## src/rtl/bus2wb_bridge.sv

```systemverilog
// Bridge from the native request/grant bus to a Wishbone classic master.
// Latency: request sampled at edge 0, STB in cycle 1, ACK in cycle k, GNT in cycle k+1 (min 2).
// Backpressure: the native master holds REQ until GNT; Wishbone stalls by withholding ACK.
//
// Ports: i_CLK/i_RSTn (sync, active-low); native side i_CE, i_REQ, i_WE, i_RE, i_HB,
//        i_ADDR, i_WDATA -> o_RDATA, o_GNT, o_ERR; Wishbone side o_WB_ADDR, o_WB_DATA,
//        o_WB_WE, o_WB_SEL, o_WB_STB, o_WB_CYC <- i_WB_DATA, i_WB_ACK.
// Optional feature: define BUS2WB_TIMEOUT_EN to abort cycles that see no ACK within
//        TIMEOUT_CYCLES cycles (o_ERR pulses with GNT, o_RDATA = 32'hDEADBEEF).
module bus2wb_bridge #(
    parameter int ADDR_WIDTH     = 32,
    parameter int TIMEOUT_CYCLES = 255
) (
    input  logic                  i_CLK,
    input  logic                  i_RSTn,
    input  logic                  i_CE,
    input  logic                  i_REQ,
    input  logic                  i_WE,
    input  logic                  i_RE,
    input  logic [1:0]            i_HB,
    input  logic [ADDR_WIDTH-1:0] i_ADDR,
    input  logic [31:0]           i_WDATA,
    output logic [31:0]           o_RDATA,
    output logic                  o_GNT,
    output logic                  o_ERR,
    output logic [ADDR_WIDTH-1:0] o_WB_ADDR,
    output logic [31:0]           o_WB_DATA,
    input  logic [31:0]           i_WB_DATA,
    output logic                  o_WB_WE,
    output logic [3:0]            o_WB_SEL,
    output logic                  o_WB_STB,
    output logic                  o_WB_CYC,
    input  logic                  i_WB_ACK
);

    if (TIMEOUT_CYCLES < 1 || TIMEOUT_CYCLES > 255) begin : g_bad_timeout
        $error("bus2wb_bridge: TIMEOUT_CYCLES must lie in 1..255");
    end

    typedef enum logic [1:0] {IDLE, CYCLE, RESP} state_t;

    state_t      state_q;
    logic [1:0]  size_q;     // access size of the transaction in flight
    logic [1:0]  lsb_q;      // byte offset used to pick the read lane

    logic        start;
    logic [3:0]  sel_d;
    logic [31:0] wdata_d;
    logic [31:0] rdata_d;

    assign start = i_CE & i_REQ & (i_WE | i_RE);

    // Lane enables and replicated write data from the incoming request.
    // Halfword ignores addr[0]; word ignores addr[1:0].
    always_comb begin
        sel_d   = 4'b1111;
        wdata_d = i_WDATA;
        case (i_HB)
            2'b00: begin
                sel_d   = 4'b0001 << i_ADDR[1:0];
                wdata_d = {4{i_WDATA[7:0]}};
            end
            2'b01: begin
                sel_d   = 4'b0011 << {i_ADDR[1], 1'b0};
                wdata_d = {2{i_WDATA[15:0]}};
            end
            default: ;
        endcase
    end

    // Read lane selection: shift the addressed lane down to bit 0, zero-extend.
    always_comb begin
        rdata_d = i_WB_DATA;
        case (size_q)
            2'b00:   rdata_d = {24'h0, i_WB_DATA[{lsb_q, 3'b000} +: 8]};
            2'b01:   rdata_d = {16'h0, i_WB_DATA[{lsb_q[1], 4'b0000} +: 16]};
            default: ;
        endcase
    end

`ifdef BUS2WB_TIMEOUT_EN
    localparam logic [7:0] TO_LAST = 8'(TIMEOUT_CYCLES - 1);
    logic [7:0] cnt_q;       // CYCLE cycles elapsed without ACK
`else
    assign o_ERR = 1'b0;
`endif

    always_ff @(posedge i_CLK) begin
        if (!i_RSTn) begin
            state_q   <= IDLE;
            size_q    <= 2'b00;
            lsb_q     <= 2'b00;
            o_GNT     <= 1'b0;
            o_RDATA   <= 32'h0;
            o_WB_ADDR <= '0;
            o_WB_DATA <= 32'h0;
            o_WB_WE   <= 1'b0;
            o_WB_SEL  <= 4'h0;
            o_WB_STB  <= 1'b0;
            o_WB_CYC  <= 1'b0;
`ifdef BUS2WB_TIMEOUT_EN
            cnt_q     <= 8'h0;
            o_ERR     <= 1'b0;
`endif
        end else begin
            o_GNT <= 1'b0;
`ifdef BUS2WB_TIMEOUT_EN
            o_ERR <= 1'b0;
`endif
            case (state_q)
                IDLE: begin
                    if (start) begin
                        state_q   <= CYCLE;
                        size_q    <= i_HB;
                        lsb_q     <= i_ADDR[1:0];
                        o_WB_ADDR <= {i_ADDR[ADDR_WIDTH-1:2], 2'b00};
                        o_WB_DATA <= wdata_d;
                        o_WB_SEL  <= sel_d;
                        o_WB_WE   <= i_WE;   // write wins when both strobes are set
                        o_WB_CYC  <= 1'b1;
                        o_WB_STB  <= 1'b1;
`ifdef BUS2WB_TIMEOUT_EN
                        cnt_q     <= 8'h0;
`endif
                    end
                end
                CYCLE: begin
                    if (i_WB_ACK) begin
                        state_q  <= RESP;
                        o_RDATA  <= rdata_d;
                        o_GNT    <= 1'b1;
                        o_WB_CYC <= 1'b0;
                        o_WB_STB <= 1'b0;
                    end
`ifdef BUS2WB_TIMEOUT_EN
                    // Count reaches TIMEOUT_CYCLES on this cycle: STB has been up
                    // for exactly TIMEOUT_CYCLES cycles, so abort. A late ACK in
                    // this same cycle is taken by the branch above.
                    else if (cnt_q == TO_LAST) begin
                        state_q  <= RESP;
                        o_RDATA  <= 32'hDEADBEEF;
                        o_GNT    <= 1'b1;
                        o_ERR    <= 1'b1;
                        o_WB_CYC <= 1'b0;
                        o_WB_STB <= 1'b0;
                    end else begin
                        cnt_q <= cnt_q + 8'd1;
                    end
`endif
                end
                RESP:    state_q <= IDLE;
                default: state_q <= IDLE;
            endcase
        end
    end

endmodule

```

## config.mk

```make
export PLATFORM = sky130hd
export DESIGN_NAME = bus2wb_bridge
export DESIGN_NICKNAME = d
export VERILOG_FILES = /design/src/rtl/bus2wb_bridge.sv
export SDC_FILE = /design/constraint.sdc
export NUM_CORES = 1
export LEC_CHECK = 0
export ABC_AREA = 0
export CORE_ASPECT_RATIO = 0.9
export CORE_UTILIZATION = 35
export CTS_BUF_LIST = sky130_fd_sc_hd__clkbuf_2
export DETAILED_ROUTE_END_ITERATION = 12
export PLACE_DENSITY = 0.69
export RECOVER_POWER = 25
export SLEW_MARGIN = 20
export SYNTH_ARGS = -nofsm -noshare
export SYNTH_HDL_FRONTEND = slang
export SYNTH_SLANG_ARGS = --single-unit
```

## constraint.sdc

```tcl
create_clock -name i_CLK -period 2.4 [get_ports i_CLK]
set_clock_uncertainty 0.15 [all_clocks]
set_input_delay 0.72 -clock i_CLK [delete_from_list [all_inputs] [get_ports i_CLK]]
set_output_delay 0.72 -clock i_CLK [all_outputs]
set_load 0.02 [all_outputs]
```

==> qor.txt, run 1 <==
Largest delay contributor family on the critical path - flip-flops
Worst IR drop on VDD - 0.264 mV
Buffers added on ports - 206
Placement-stage cell area - 6930 um2
FF+latch count, synth - 107
Post-DR wirelength/cell - 17.5 um
Transition at the pin with the smallest max-transition slack - 763 ps
Synth top area cells - dfxtp_1 46%, a21oi_1 8.7%, o21ai_0 6.6%
Final min period - 2220 ps
Design Area, Final - 6880 um2
# Max-Cap Violations - 0
Area of the core - 12800 um2
Critical path startpoint category - flop
Run status - finished clean
Buf+Inv Stages, Crit Path - 1
Number of diodes added for antenna fixing - 0
GPL Wtd Cong - 0.856
Final worst-path setup slack - 178 ps
Leakage power total - 0.00295 uW
Final count of pins violating max slew - 0
Slew Limit Headroom - 49.1%
Count of hold buffers inserted by post-cts repair - 0
Count of clock tree sinks - 107
Unrepaired setup endpoints after global routing - false
# setup viols final - 0
Skew-Pair Late Insertion Delay - 560 ps
HPWL after detailed placement - 11000 um
Number of top-level design ports - 210
Chip width - 124 um
First-pass GRT wire length - 23500 um
Chip Height - 111 um
Post-synth top flop - dfxtp_1
Critical Path RT - 1530 ps
H-tree depth - 3
Number of antenna violations at the first check in global routing - 0
Number of warnings reported in the yosys synthesis log - 0
Reg2Reg Setup Slack - 510 ps
Remaining number of nets flagged by the antenna check after routing - 0
Async set or reset register ratio after synthesis - 0%
Drt total wl - 15100 um
Synth-to-layout area growth - 47.7%
Total negative slack - 0 ps
Mean cell area of the mapped netlist - 9.10 um2
Setup Crit Path Kind - reg -> out
Vias after detailed routing - 4668
Initial DRC Count - 429
Mapped cell area - 4660 um2
Largest buffer count on any clock path - 2
Portion of synthesized cell area occupied by the leading cell type - 46.0%
Count of unresolved DRC violations after routing - 0
Final layout net count - 803
First-pass DRT Iterations - 4
Final period utilization - 92.6%
Reg clk slew, reported paths - 260 ps
Tightest Hold Check Type - reg -> reg
Count of flip-flops with a built-in enable after synthesis - 0
Number of buffers inserted during clock tree synthesis - 9
Delay contributed by the slowest stage of the critical path - 400 ps
Number of global-route vias before repair - 4520
Portion of the post-synthesis area used by sequential elements - 46.0%
Global-route total usage across every layer - 21.6%
Instance count of the mapped netlist - 512
Placement-stage worst setup slack - -7.42 ps
Largest driver fanout on the critical path - 2
Root buf cell - clkbuf_2
Initial cell density of the core - 36.3%
Number of endpoints with negative hold slack in the final report - 0
Layout cell share with drive strength beyond 1 - 10.7%
Peak clock frequency supported by timing - 450 MHz
Final design utilization - 53.6%
Signal arrival time at the worst endpoint - 1350 ps
Overall die area - 13800 um2
GRT Residual Overflow - 0
Synth area leader - dfxtp_1
Slowest cell on the critical path - dfxtp_1
Num rows - 39
Pin count of the biggest net entering global routing - 64
Pwr dens - 505 nW/um2
Sort of element at the end of the critical path - primary output
Avg Vias per Cell - 5.39
Cells along the critical path - dlygate4sd2_1
Yosys cell types - 42
CTS tree - yes
[path summary, 6_finish.rpt]
check	start	end	cells past startpoint
max	o_WB_DATA[13]	o_WB_DATA[13]	1
max reg2reg	state_q[0]	o_WB_ADDR[13]	4
min reg2reg	o_WB_CYC	o_WB_CYC	2
min	o_WB_CYC	o_WB_CYC	2
[where the power goes]
| group | internal, uW | total [uW] | switching [uW] |
|---|---|---|---|
| registers | 1860 | 1900 | 42.4 |
| clock network | 245 | 804 | 559 |
| logic | 370 | 769 | 399 |
[per-layer routing]
layer | share of wire [%] | vias to the layer above | routed length [um] | global-route usage, %
li1 | - | 2254 | - | -
met2 | 47 | 195 | 7160 | 35.3
met4 | 2.0 | 0 | 308 | 7.15
met5 | 0 | - | 0 | 0
met1 | 41 | 2197 | 6180 | 26.1
met3 | 9.8 | 22 | 1480 | 7.94
[synthesized netlist by cell type (all sizes together), types with 10 or more instances]
cell / n
dfxtp: 107
a21oi: 81
o21ai: 69
nand3: 43
buf: 34
mux2: 24
clkbuf: 21
nand2: 19
a22o: 16
mux2i: 16
nor2: 14
a211oi: 10
a311oi: 10
[kinds of logic after synthesis]
logic type,after synthesis,synth area share [%]
DFF,107,46.0
AOI/OAI and AO/OA,212,27.4
buffers and inverters,59,6.55
and+or+nand+nor,93,10.8
other,1,0.0805
muxes,40,9.24
[cell type report]
class	instances	area, um2
Clock inverter	3	40.0
Timing Repair Buffer	228	2210
Inverter	4	15.0
Fill cell	1227	5950
Tap cell	164	205
Multi-Input combinational cell	348	2210
Clock buffer	12	60.1
Sequential cell	107	2140
[cells in the final DEF, fill, tap and decap left out, drive strengths merged]
master,Yosys,routed
nand2,19,19
and4bb,1,1
nor2b,1,1
a211oi,10,10
a311oi,10,10
nand3b,1,1
a21oi,81,81
dfxtp,107,107
a221oi,8,8
clkbuf,21,14
and3b,1,1
bufinv,0,1
or3b,1,1
or2,1,1
nand4bb,1,1
nand3,43,43
clkdlybuf4s50,0,102
and2,6,6
mux2i,16,16
nor2,14,14
o21ai,69,69
mux2,24,24
a22o,16,16
nor3,1,1
conb,1,3
nor3b,1,1
clkinv,1,3
o22ai,8,8
a22oi,2,2
inv,3,3
dlygate4sd3,0,2
buf,34,20
nand2b,2,2
a31oi,8,8
dlygate4sd2,0,102
[metrics by stage]
stage	instances	power, uW	hold WS (ps)
3_5_place_dp	851	2760	315
2_1_floorplan	514	2320	316
6_report	866	3470	339
4_1_cts	866	3530	340
3_3_place_gp	851	2750	311
5_1_grt	866	3650	356
[repair_timing]
item,CTS,global route
gates resized for setup,102,0
setup buffers,0,0
endpoints found under the setup margin,102,0
[flip-flops by register name, summed over array words and instances, names as in the netlist]
name       cells
o_WB_ADDR     30
o_RDATA       32
o_WB_CYC       1
lsb_q          2
o_GNT          1
o_WB_DATA     32
o_WB_WE        1
size_q         2
state_q        2
o_WB_SEL       4
(Power assumes the default switching activity.)
==> inputs of run 2 (changes only) <==
--- a/config.mk
+++ b/config.mk
@@ -9,7 +9,10 @@
 export CORE_ASPECT_RATIO = 0.9
 export CORE_UTILIZATION = 35
 export CTS_BUF_LIST = sky130_fd_sc_hd__clkbuf_2
+export CTS_CLUSTER_DIAMETER = 30
+export CTS_CLUSTER_SIZE = 16
 export DETAILED_ROUTE_END_ITERATION = 12
+export HOLD_SLACK_MARGIN = 0.02
 export PLACE_DENSITY = 0.69
 export RECOVER_POWER = 25
 export SLEW_MARGIN = 20
==> results of run 2 <==
No change in the layout: final DEF, timing and power equal those of run 1.
==> inputs of run 3 (changes only) <==
--- a/config.mk
+++ b/config.mk
@@ -15,7 +15,7 @@
 export HOLD_SLACK_MARGIN = 0.02
 export PLACE_DENSITY = 0.69
 export RECOVER_POWER = 25
-export SLEW_MARGIN = 20
+export SLEW_MARGIN = 25
 export SYNTH_ARGS = -nofsm -noshare
 export SYNTH_HDL_FRONTEND = slang
 export SYNTH_SLANG_ARGS = --single-unit
==> results of run 3 <==
No change in the layout: final DEF, timing and power equal those of run 1.
